**src/rtl/chunked_adder_pkg.sv**
```systemverilog
// Shared definitions for chunked_adder: FSM state encoding and the
// chunk-index width helper.
package chunked_adder_pkg;

  typedef enum logic {
    IDLE = 1'b0,
    RUN  = 1'b1
  } state_e;

  // Index counter width: clog2(N/W), never narrower than one bit.
  function automatic int idx_width(input int n, input int w);
    int k;
    k = n / w;
    return (k <= 2) ? 1 : $clog2(k);
  endfunction

endpackage

```
**src/rtl/chunked_adder_chunk_add.sv**
```systemverilog
// chunk_add: combinational W-bit ripple-carry adder that also exposes the
// carry into its top bit so the parent can form signed overflow.
module chunk_add #(
  parameter int W = 4
) (
  input  logic [W-1:0] x,
  input  logic [W-1:0] y,
  input  logic         ci,
  output logic [W-1:0] s,
  output logic         co,
  output logic         c_msb
);

  logic [W:0] c;

  always_comb begin
    c    = '0;
    s    = '0;
    c[0] = ci;
    for (int i = 0; i < W; i++) begin
      s[i]     = x[i] ^ y[i] ^ c[i];
      c[i+1]   = (x[i] & y[i]) | (c[i] & (x[i] ^ y[i]));
    end
  end

  assign co    = c[W];
  assign c_msb = c[W-1];

endmodule

```
**src/rtl/chunked_adder.sv**
```systemverilog
// chunked_adder: N-bit adder processed W bits per clock with a registered
// inter-chunk carry. Define CHUNKED_ADDER_SUB_EN to add the sub port (a - b).
module chunked_adder
  import chunked_adder_pkg::*;
#(
  parameter int N = 16,
  parameter int W = 4
) (
  input  logic         clk,
  input  logic         rst,
  input  logic         start,
  input  logic [N-1:0] a,
  input  logic [N-1:0] b,
  input  logic         cin,
`ifdef CHUNKED_ADDER_SUB_EN
  input  logic         sub,
`endif
  output logic         busy,
  output logic         done,
  output logic [N-1:0] sum,
  output logic         cout,
  output logic         ovf
);

  localparam int K  = N / W;
  localparam int IW = idx_width(N, W);
  localparam logic [IW-1:0] LAST_IDX   = IW'(K - 1);
  localparam logic [N-1:0]  CHUNK_MASK = {N{1'b1}} >> (N - W);

  state_e        state_q, state_d;
  logic [N-1:0]  a_q, a_d, b_q, b_d, sum_q, sum_d;
  logic [IW-1:0] idx_q, idx_d;
  logic          carry_q, carry_d, cout_q, cout_d, ovf_q, ovf_d, done_q, done_d;

  logic [31:0]   base;
  logic [W-1:0]  a_chunk, b_chunk, s_chunk;
  logic          co_chunk, cmsb_chunk;
  logic          b_inv, c_init;

  // Subtraction is folded in at capture time: store ~b and force carry-in to 1.
`ifdef CHUNKED_ADDER_SUB_EN
  assign b_inv  = sub;
  assign c_init = sub | cin;
`else
  assign b_inv  = 1'b0;
  assign c_init = cin;
`endif

  assign base    = 32'(idx_q) * 32'(W);
  assign a_chunk = W'(a_q >> base);
  assign b_chunk = W'(b_q >> base);

  chunk_add #(.W(W)) u_chunk_add (
    .x     (a_chunk),
    .y     (b_chunk),
    .ci    (carry_q),
    .s     (s_chunk),
    .co    (co_chunk),
    .c_msb (cmsb_chunk)
  );

  always_comb begin
    state_d = state_q;
    a_d     = a_q;
    b_d     = b_q;
    sum_d   = sum_q;
    idx_d   = idx_q;
    carry_d = carry_q;
    cout_d  = cout_q;
    ovf_d   = ovf_q;
    done_d  = 1'b0;
    case (state_q)
      IDLE: begin
        if (start) begin
          a_d     = a;
          b_d     = b_inv ? ~b : b;
          carry_d = c_init;
          idx_d   = '0;
          sum_d   = '0;
          cout_d  = 1'b0;
          ovf_d   = 1'b0;
          state_d = RUN;
        end
      end
      RUN: begin
        sum_d   = (sum_q & ~(CHUNK_MASK << base)) | (N'(s_chunk) << base);
        carry_d = co_chunk;
        idx_d   = idx_q + 1'b1;
        // The top chunk's internal carries give cout and the MSB carry-in.
        if (idx_q == LAST_IDX) begin
          cout_d  = co_chunk;
          ovf_d   = cmsb_chunk ^ co_chunk;
          done_d  = 1'b1;
          idx_d   = '0;
          state_d = IDLE;
        end
      end
      default: state_d = IDLE;
    endcase
  end

  always_ff @(posedge clk) begin
    if (rst) begin
      state_q <= IDLE;
      a_q     <= '0;
      b_q     <= '0;
      sum_q   <= '0;
      idx_q   <= '0;
      carry_q <= 1'b0;
      cout_q  <= 1'b0;
      ovf_q   <= 1'b0;
      done_q  <= 1'b0;
    end else begin
      state_q <= state_d;
      a_q     <= a_d;
      b_q     <= b_d;
      sum_q   <= sum_d;
      idx_q   <= idx_d;
      carry_q <= carry_d;
      cout_q  <= cout_d;
      ovf_q   <= ovf_d;
      done_q  <= done_d;
    end
  end

  assign busy = (state_q == RUN);
  assign done = done_q;
  assign sum  = sum_q;
  assign cout = cout_q;
  assign ovf  = ovf_q;

endmodule
```
**config.mk**
```make
export PLATFORM = sky130hd
export DESIGN_NAME = chunked_adder
export DESIGN_NICKNAME = d
export VERILOG_FILES = /design/src/rtl/chunked_adder_pkg.sv /design/src/rtl/chunked_adder_chunk_add.sv /design/src/rtl/chunked_adder.sv
export SDC_FILE = /design/constraint.sdc
export NUM_CORES = 1
export LEC_CHECK = 0
export ABC_CLOCK_PERIOD_IN_PS = 4140
export BUFFER_PORTS_ARGS = -buffer_cell sky130_fd_sc_hd__buf_2
export CAP_MARGIN = 40
export CORE_MARGIN = 2
export CORE_UTILIZATION = 35
export CTS_CLUSTER_SIZE = 20
export DETAILED_ROUTE_END_ITERATION = 16
export GPL_ROUTABILITY_DRIVEN = 0
export GPL_TIMING_DRIVEN = 0
export SLEW_MARGIN = 30
export SYNTH_ARGS = -nofsm -noshare
export SYNTH_HDL_FRONTEND = slang
export SYNTH_SLANG_ARGS = --single-unit
```
**constraint.sdc**
```tcl
create_clock -name clk -period 4.14 [get_ports clk]
set_clock_uncertainty 0.15 [all_clocks]
set_input_delay 0.828 -clock clk [delete_from_list [all_inputs] [get_ports clk]]
set_output_delay 0.828 -clock clk [all_outputs]
set_load 0.01 [all_outputs]
```
# == Word-level counts from Yosys, hierarchy flattened ==
# Index checks and enable logic that the tools add are counted.
# word_totals
elab_cells,61
regBits,55
# classes
n_reduce_logical,3
shift,4
addsub,1
mux,16
n_eq_ne,3
n_bitwise,25
# ops
op,n
16-bit case mux with 2 select lines,1
16-bit by 4-bit >> shifter with 4-bit output,2
16-bit bitwise AND,1
16-bit two-way mux,1
16-bit inverter,1
16-bit bitwise OR,1
4-bit by 4-bit << shifter with 16-bit output,1
4-bit by 4-bit << shifter with 16-bit output (first input constant),1
1-bit XOR,9
1-bit bitwise AND,8
1-bit case mux with 2 select lines,4
1-bit two-way mux,7
2-bit two-way mux,2
1-bit bitwise OR,4
2-bit case mux with 2 select lines,1
2-bit AND reduction,2
2-bit by 1-bit adder with 2-bit output (second input constant),1
2-bit equality test (second input constant),1
2-bit by 1-bit != test with 1-bit output (second input constant),1
2-bit != test (second input constant),1
2-bit OR reduction,1
1-bit inverter,1

# == Logic depth before layout (Yosys ltp) ==
# Gate-level depths: netlist (run 1).
# logic_depth
depth_word,13
depth_mapped,11
ltp_nobuf,10

# == By module ==
# From an unflattened synthesis (run 1), not the netlist that was laid out.
# unflattened
cells_unflattened,248
hier_area_um2,2643.8
# by_module_without_submodules
mod,seq_area_each_um2,cells_per_inst,area_per_inst_um2,instances
chunked_adder,1101.1,236,2533.7,1
chunk_add,0.0,12,110.1,1

# == Worst setup path before layout (run 1) ==
# OpenSTA, ideal clock, no wires.
# synth_timing
path_type,reg-to-reg
start,register idx_q[0]
end,"register sum_q[15], in the netlist sum[15]"
setup_slack_ps,1136
path_stages_with_launch,11
t_arrival_ps,2737
required_ps,3873
synth_period_minus_slack_ps,3004
cell_sequence,dfxtp_1 > buf_6 > mux4_2 > inv_1 > fa_1 > fa_1 > inv_1 > fa_1 > fa_1 > nor2b_1 > a22o_1
# synth_via
elab_chain_cells,12
# synth_rtl
item,line,source
"start, declared",chunked_adder.sv:32,"logic [IW-1:0] idx_q, idx_d;"
"start signal, assigned",chunked_adder.sv:118,idx_q <= idx_d;
"16-bit by 4-bit >> shifter with 4-bit output, on equally long branches","chunked_adder.sv:50, chunked_adder.sv:51",
1-bit XOR,chunked_adder_chunk_add.sv:22,c[i+1] = (x[i] & y[i]) | (c[i] & (x[i] ^ y[i]));
1-bit bitwise AND,chunked_adder_chunk_add.sv:22,
1-bit bitwise OR,chunked_adder_chunk_add.sv:22,
1-bit bitwise AND,chunked_adder_chunk_add.sv:22,
1-bit bitwise OR,chunked_adder_chunk_add.sv:22,
1-bit bitwise AND,chunked_adder_chunk_add.sv:22,
1-bit bitwise OR,chunked_adder_chunk_add.sv:22,
1-bit XOR,chunked_adder_chunk_add.sv:21,s[i] = x[i] ^ y[i] ^ c[i];
4-bit by 4-bit << shifter with 16-bit output,chunked_adder.sv:86,sum_d = (sum_q & ~(CHUNK_MASK << base)) | (N'(s_chunk) << base);
16-bit bitwise OR (*),chunked_adder.sv:86,
16-bit case mux with 2 select lines (*),chunked_adder.sv:72,case (state_q)
"end signal, assigned",chunked_adder.sv:117,sum_q <= sum_d;
"end, declared",chunked_adder.sv:31,"logic [N-1:0] a_q, a_d, b_q, b_d, sum_q, sum_d;"
# Every way passes the cells marked *; elsewhere a longest branch is shown, timed or not.
# A chain may end at the register's enable or synchronous reset.

# == Final worst setup path (run 1) ==
# layout_timing
start,register idx_q[0]
end,"register sum_q[7], in the netlist sum[7]"
# Same word-level chain as after synthesis.

==> results of run 1 <==
==> flip-flops by register name (all words and copies together) (netlist names) <==
name / count
a_q: 16
busy: 1
b_q: 16
ovf: 1
done: 1
idx_q: 2
carry_q: 1
sum: 16
cout: 1
==> layout make-up <==
type / count / share of cell area (%)
multi-input combinational: 164 / 42.0
sequential: 55 / 35.1
timing repair buffer: 55 / 8.78
buffer: 17 / 5.95
tap: 99 / 3.95
clock buffer: 6 / 2.31
clock inverter: 1 / 0.958
inverter: 8 / 0.958
==> routing by layer <==
metal | up-vias | GRT usage (%)
met2 | 46 | 22.5
met1 | 850 | 19.0
met4 | 0 | 3.97
met5 | - | 0
li1 | 951 | -
met3 | 4 | 2.92
==> cell usage in the layout, fill, tap and decap left out, drive strengths merged, types with 3 or more instances in the layout <==
master,instances
mux4,8
buf,72
nor2,7
fa,4
and3,4
a211oi,3
nand2,66
inv,8
nor2b,3
a21oi,36
clkbuf,6
nor3b,3
ha,4
a22o,16
dfxtp,55
==> power by group <==
group | internal, W | switching, W
Sequential | 0.000553 | 0.0000138
Clock | 0.000178 | 0.000165
Combinational | 0.0000866 | 0.000102
==> critical path: stages (launching register included) <==
cell and delay [ps]:
dfxtp_1 570, buf_6 230, mux4_2 520, inv_1 90, fa_1 190, fa_1 160, inv_1 50, fa_1 430
fa_1 490, nor2b_1 320, a22o_1 200
==> cells by family after synthesis <==
logic type                 count (synthesis)
and+or+nand+nor                           88
AOI/OAI and AO/OA                         57
DFF                                       55
buffers and inverters                     25
muxes                                     10
adders and majority gates                  8
xor gates and xnor gates                   1
==> cell usage after synthesis, types with 5 or more instances <==
cell / instances / area (µm²)
dfxtp_1: 55 / 1100
nand2_1: 36 / 135
a21oi_2: 30 / 263
nand2_2: 30 / 188
a22o_1: 16 / 140
inv_1: 7 / 26.3
nor2_1: 7 / 26.3
a21oi_1: 6 / 30.0
buf_6: 5 / 56.3
mux4_2: 5 / 113
==> final timing paths <==
path | end | cells past startpoint
worst max-delay path | sum[7] | 10
worst min-delay path | a_q[7] | 2
worst max register to register | sum[7] | 10
worst min register to register | a_q[7] | 2
==> per-stage QoR <==
step                      area (µm²)  instances  total power, W
final                           3140        405         0.00110
after global routing            3140        405         0.00115
after CTS                       3140        405         0.00111
after detailed placement        3030        398        0.000770
after global placement          3030        398        0.000767
after floorplan                 2630        244        0.000713
==> impl_metrics.json, run 1 <==
{
  "outcome": "finished clean",
  "multi_input_area_mm2": 0.00132,
  "tightestPinTransition_ps": 432,
  "seq_area_mm2": 0.00110,
  "syn-num-nets": 288,
  "drt-met1-wl_um": 2740,
  "hold_violations": 0,
  "grt.total_usage_pct": 14.0,
  "cp_max_fo": 10,
  "ys_seq_area_share_pct": 41.8,
  "synth_edf_count": 0,
  "fin_util_pct": 43.2,
  "async_flop_share_pct": 0,
  "top_layer_used": "met4",
  "ys.flop_type": "dfxtp_1",
  "die_width_um": 90.7,
  "finalSetupTns_ps": 0,
  "clk_pin_slew_ps": 90,
  "setup_viol": 0,
  "max_cap_violations": 0,
  "r2r_setup_slack_ps": 690,
  "syn_to_final_growth_pct": 19.0,
  "cts_tree": "built",
  "finalWorstSetupSlack_ps": 686,
  "syn-cell-area_mm2": 0.00263,
  "grt_pass1_vias": 1785,
  "dieArea_mm2": 0.00823,
  "fmax_mhz": 289,
  "cts.sinks": 55,
  "crit_type": "flop to flop",
  "met2_length_um": 2530,
  "min_period_over_period_pct": 83.4,
  "drt_iter0_drc": 60,
  "synthXorXnorAreaFrac_pct": 0.333,
  "start_util_pct": 36.3,
  "synth_top_family_by_area": "compound AO/OA/AOI/OAI gates",
  "synthDistinctLibCells": 29,
  "synth.area.mux_share_pct": 8.03,
  "drtAntennaViolNets": 0,
  "viasPerCell": 4.57,
  "io_pins": 56,
  "port_buffers": 55,
  "synthCells": 244,
  "gr-total-overflow": 0,
  "grt_max_degree": 16,
  "num_rows": 31,
  "cts_root_buf": "clkbuf_8",
  "ys_ff_latch": 55,
  "cp.required_ps": 4240,
  "core_region_area_mm2": 0.00725,
  "post_cts_buffers": 0,
  "antenna_found_initial": 0,
  "firstDrtPassIters": 6,
  "grt_setup_unrepaired": "false",
  "crit_arrival_ps": 3550,
  "dr_wl_met3_um": 251,
  "synthSimpleGateAreaFrac_pct": 17.4,
  "hold_ws_ps": 307,
  "period_needed_ps": 3450,
  "p_leak_nw": 1.28,
  "nFillCells": 749,
  "finalWirelength_um": 5570,
  "synth_compound_area_share_pct": 19.2,
  "diodes": 0,
  "clock_latency_ps": 310,
  "place_worst_setup_slack_ps": 697,
  "hold_start": "a_q[7]",
  "power.density_mw_per_mm2": 350,
  "endpoint_kind": "flop",
  "cts_buffers": 5,
  "final_nets": 350,
  "dieHeight_um": 90.7,
  "critPathLaunch": "idx_q[0]",
  "drive_gt1_share_pct": 48.7,
  "clk_path_buf_depth": 2,
  "drv_slew": 0,
  "post_cts_resized": 0,
  "drcViolationCount": 0,
  "grt_pass1_wl_um": 9040,
  "hold_path.class": "flop to flop",
  "ir_drop_v": 0.000121,
  "place_hpwl_um": 4100,
  "htree_num_levels": 2,
  "wl_per_cell_um": 13.8,
  "yosysWarnings": 0,
  "avgSynthCellArea_um2": 10.8,
  "ctsHoldBuffers": 0,
  "synthAdderAreaFrac_pct": 4.94,
  "routed-via-count": 1851,
  "slew_headroom_pct": 71.1,
  "r2r_start": "idx_q[0]",
  "start_kind": "flop"
}
(Power assumes the default switching activity.)
==> run 2, diff against run 1 <==
ABC_AREA = 1   (was default)
ABC_CLOCK_PERIOD_IN_PS = 3500   (was 4140)
clock period = 3.5 ns   (was 4.14 ns; I/O delays follow)
==> impl_metrics.json, run 2 <==
{
  "post_cts_buffers": 0,
  "synth_edf_count": 0,
  "num_rows": 30,
  "finalSetupTns_ps": 0,
  "start_kind": "flop",
  "synthCells": 343,
  "dp.cells": 494,
  "drive_gt1_share_pct": 20.7,
  "drt_iter0_drc": 93,
  "hold_violations": 0,
  "io_pins": 56,
  "tightestPinTransition_ps": 561,
  "yosysWarnings": 0,
  "power.total_w": 0.00132,
  "drv_slew": 0,
  "ctsHoldBuffers": 0,
  "synth_top_area_share_pct": 44.7,
  "mostFrequentLayoutCells": "79 x nor2_1, 63 x buf_2, 60 x nand2_1",
  "diodes": 0,
  "dieArea_mm2": 0.00772,
  "cp.required_ps": 3560,
  "routed-via-count": 2309,
  "p_leak_nw": 1.38,
  "wl_per_cell_um": 12.3,
  "path_delay_family": "adder cells",
  "clock_latency_ps": 310,
  "synth_most_common_cell": "nor2_1",
  "cts_root_buf": "clkbuf_8",
  "mostFrequentLayoutCell": "nor2_1",
  "cp_slowest_cell": "fa_1",
  "finalWirelength_um": 6180,
  "syn-num-nets": 387,
  "ys_seq_area_share_pct": 44.7,
  "power.density_mw_per_mm2": 446,
  "final_nets": 449,
  "clk_pin_slew_ps": 90,
  "ys_top_cells_by_area": "dfxtp_1 45%, nor2_1 12%, nand2_1 9.2%",
  "endpoint_kind": "flop",
  "crit_arrival_ps": 3300,
  "port_buffers": 55,
  "crit_type": "flop to flop",
  "firstDrtPassIters": 5,
  "setup_viol": 0,
  "critPathMostFrequentCell": "fa_1",
  "ys.flop_type": "dfxtp_1",
  "grt_max_degree": 16,
  "clk_path_buf_depth": 2,
  "cts.sinks": 55,
  "drtAntennaViolNets": 0,
  "synthDistinctLibCells": 20,
  "synth.largest_area_cell": "dfxtp_1",
  "antenna_found_initial": 0,
  "grt_setup_unrepaired": "false",
  "async_flop_share_pct": 0,
  "outcome": "finished clean",
  "nFillCells": 755,
  "dieHeight_um": 87.9,
  "avgSynthCellArea_um2": 7.18,
  "grt_pass1_wl_um": 10100,
  "slew_headroom_pct": 62.5,
  "fin_cells": 502,
  "cts_tree": "built",
  "cts_buffers": 5,
  "post_cts_resized": 0,
  "gr-total-overflow": 0,
  "grt.total_usage_pct": 17.0,
  "dpl-instance-area_mm2": 0.00286,
  "fin_util_pct": 43.5,
  "min_period_over_period_pct": 92.7,
  "cp_max_fo": 11,
  "hold_path.class": "flop to flop",
  "die_width_um": 87.9,
  "start_util_pct": 36.2,
  "period_needed_ps": 3240,
  "htree_num_levels": 2,
  "grt_pass1_vias": 2080,
  "ys_ff_latch": 55,
  "place_hpwl_um": 4640,
  "synth_commonest_cells": "79 x nor2_1, 60 x nand2_1, 55 x dfxtp_1",
  "fmax_mhz": 308,
  "drcViolationCount": 0,
  "stdcell_area_mm2": 0.00296,
  "path_buf_inv": 4,
  "path_cells": "buf_4, inv_4, buf_2, nand2_1, nand3_1, nand2_1, fa_1, fa_1, inv_1, fa_1, fa_1, nand2_1, nor2_1, nor2_1, nor2_1",
  "viasPerCell": 4.60,
  "ir_drop_v": 0.000227,
  "slowest_delay_ps": 470,
  "max_cap_violations": 0,
  "core_region_area_mm2": 0.00679,
  "syn_to_final_growth_pct": 20.1,
  "syn-cell-area_mm2": 0.00246
}
-- run 2: changes by cell type after synthesis, moves of 5 or more --
cell	delta
mux4_2	-5
nand2_2	-29
a21oi_1	+17
a22o_1	-16
a21oi_2	-30
o21ai_0	+37
nand3_1	+30
nand2_1	+24
nor2_1	+72
inv_1	+12
-- run 2: area by class of cell --
type	count	area, µm²	area share [%]
sequential	55	1100	37.2
buffer	18	108	3.64
clock buffer	8	100	3.39
multi-input combinational	247	1160	39.3
inverter	23	91.3	3.09
tap	96	120	4.06
timing repair buffer	55	275	9.31
-- run 2: logic make-up after synthesis --
kind of cell / Yosys count / synth area share (%)
AO/OA/AOI/OAI: 64 / 13.0
adder cells (fa/ha/maj): 8 / 5.29
buffers and inverters: 41 / 8.08
flip-flops: 55 / 44.7
AND/OR/NAND/NOR: 175 / 28.9
-- run 2: per-layer routing --
layer	vias up	GRT usage, %	routed length [µm]
li1	1217	-	-
met1	1014	23.5	2950
met2	74	26.8	2780
met3	4	3.49	405
met4	0	4.90	42
met5	-	0	0
-- run 2: final timing paths --
check	start	endpoint	slack, ps	depth (start not counted)
worst max-delay path	idx_q[0]	sum[11]	260	15
worst min register to register	a_q[11]	a_q[11]	310	2
worst max register to register	idx_q[0]	sum[11]	260	15
worst min-delay path	a_q[11]	a_q[11]	310	2
-- run 2: power breakdown --
part	internal [W]	switching (W)	leakage [nW]	total, W
logic	0.0000965	0.000157	0.876	0.000253
registers	0.000665	0.0000199	0.452	0.000685
clock network	0.000181	0.000200	0.0515	0.000381
total	0.000942	0.000376	1.38	0.00132
-- run 2: worst reg2reg max path, stage by stage, from the launching register on --
cell,delay (ps)
dfxtp_1,340
buf_4,180
inv_4,120
buf_2,250
nand2_1,80
nand3_1,90
nand2_1,80
fa_1,400
fa_1,380
inv_1,90
fa_1,230
fa_1,470
nand2_1,110
nor2_1,50
nor2_1,100
nor2_1,40
-- run 2: through the flow --
| step | setup WS (ps) | hold slack (ps) |
|---|---|---|
| 6_report | 255 | 311 |
| 5_1_grt | 35.1 | 341 |
| 4_1_cts | 234 | 317 |
| 3_5_place_dp | 248 | 304 |
| 3_3_place_gp | 265 | 300 |
| 2_1_floorplan | 623 | 279 |
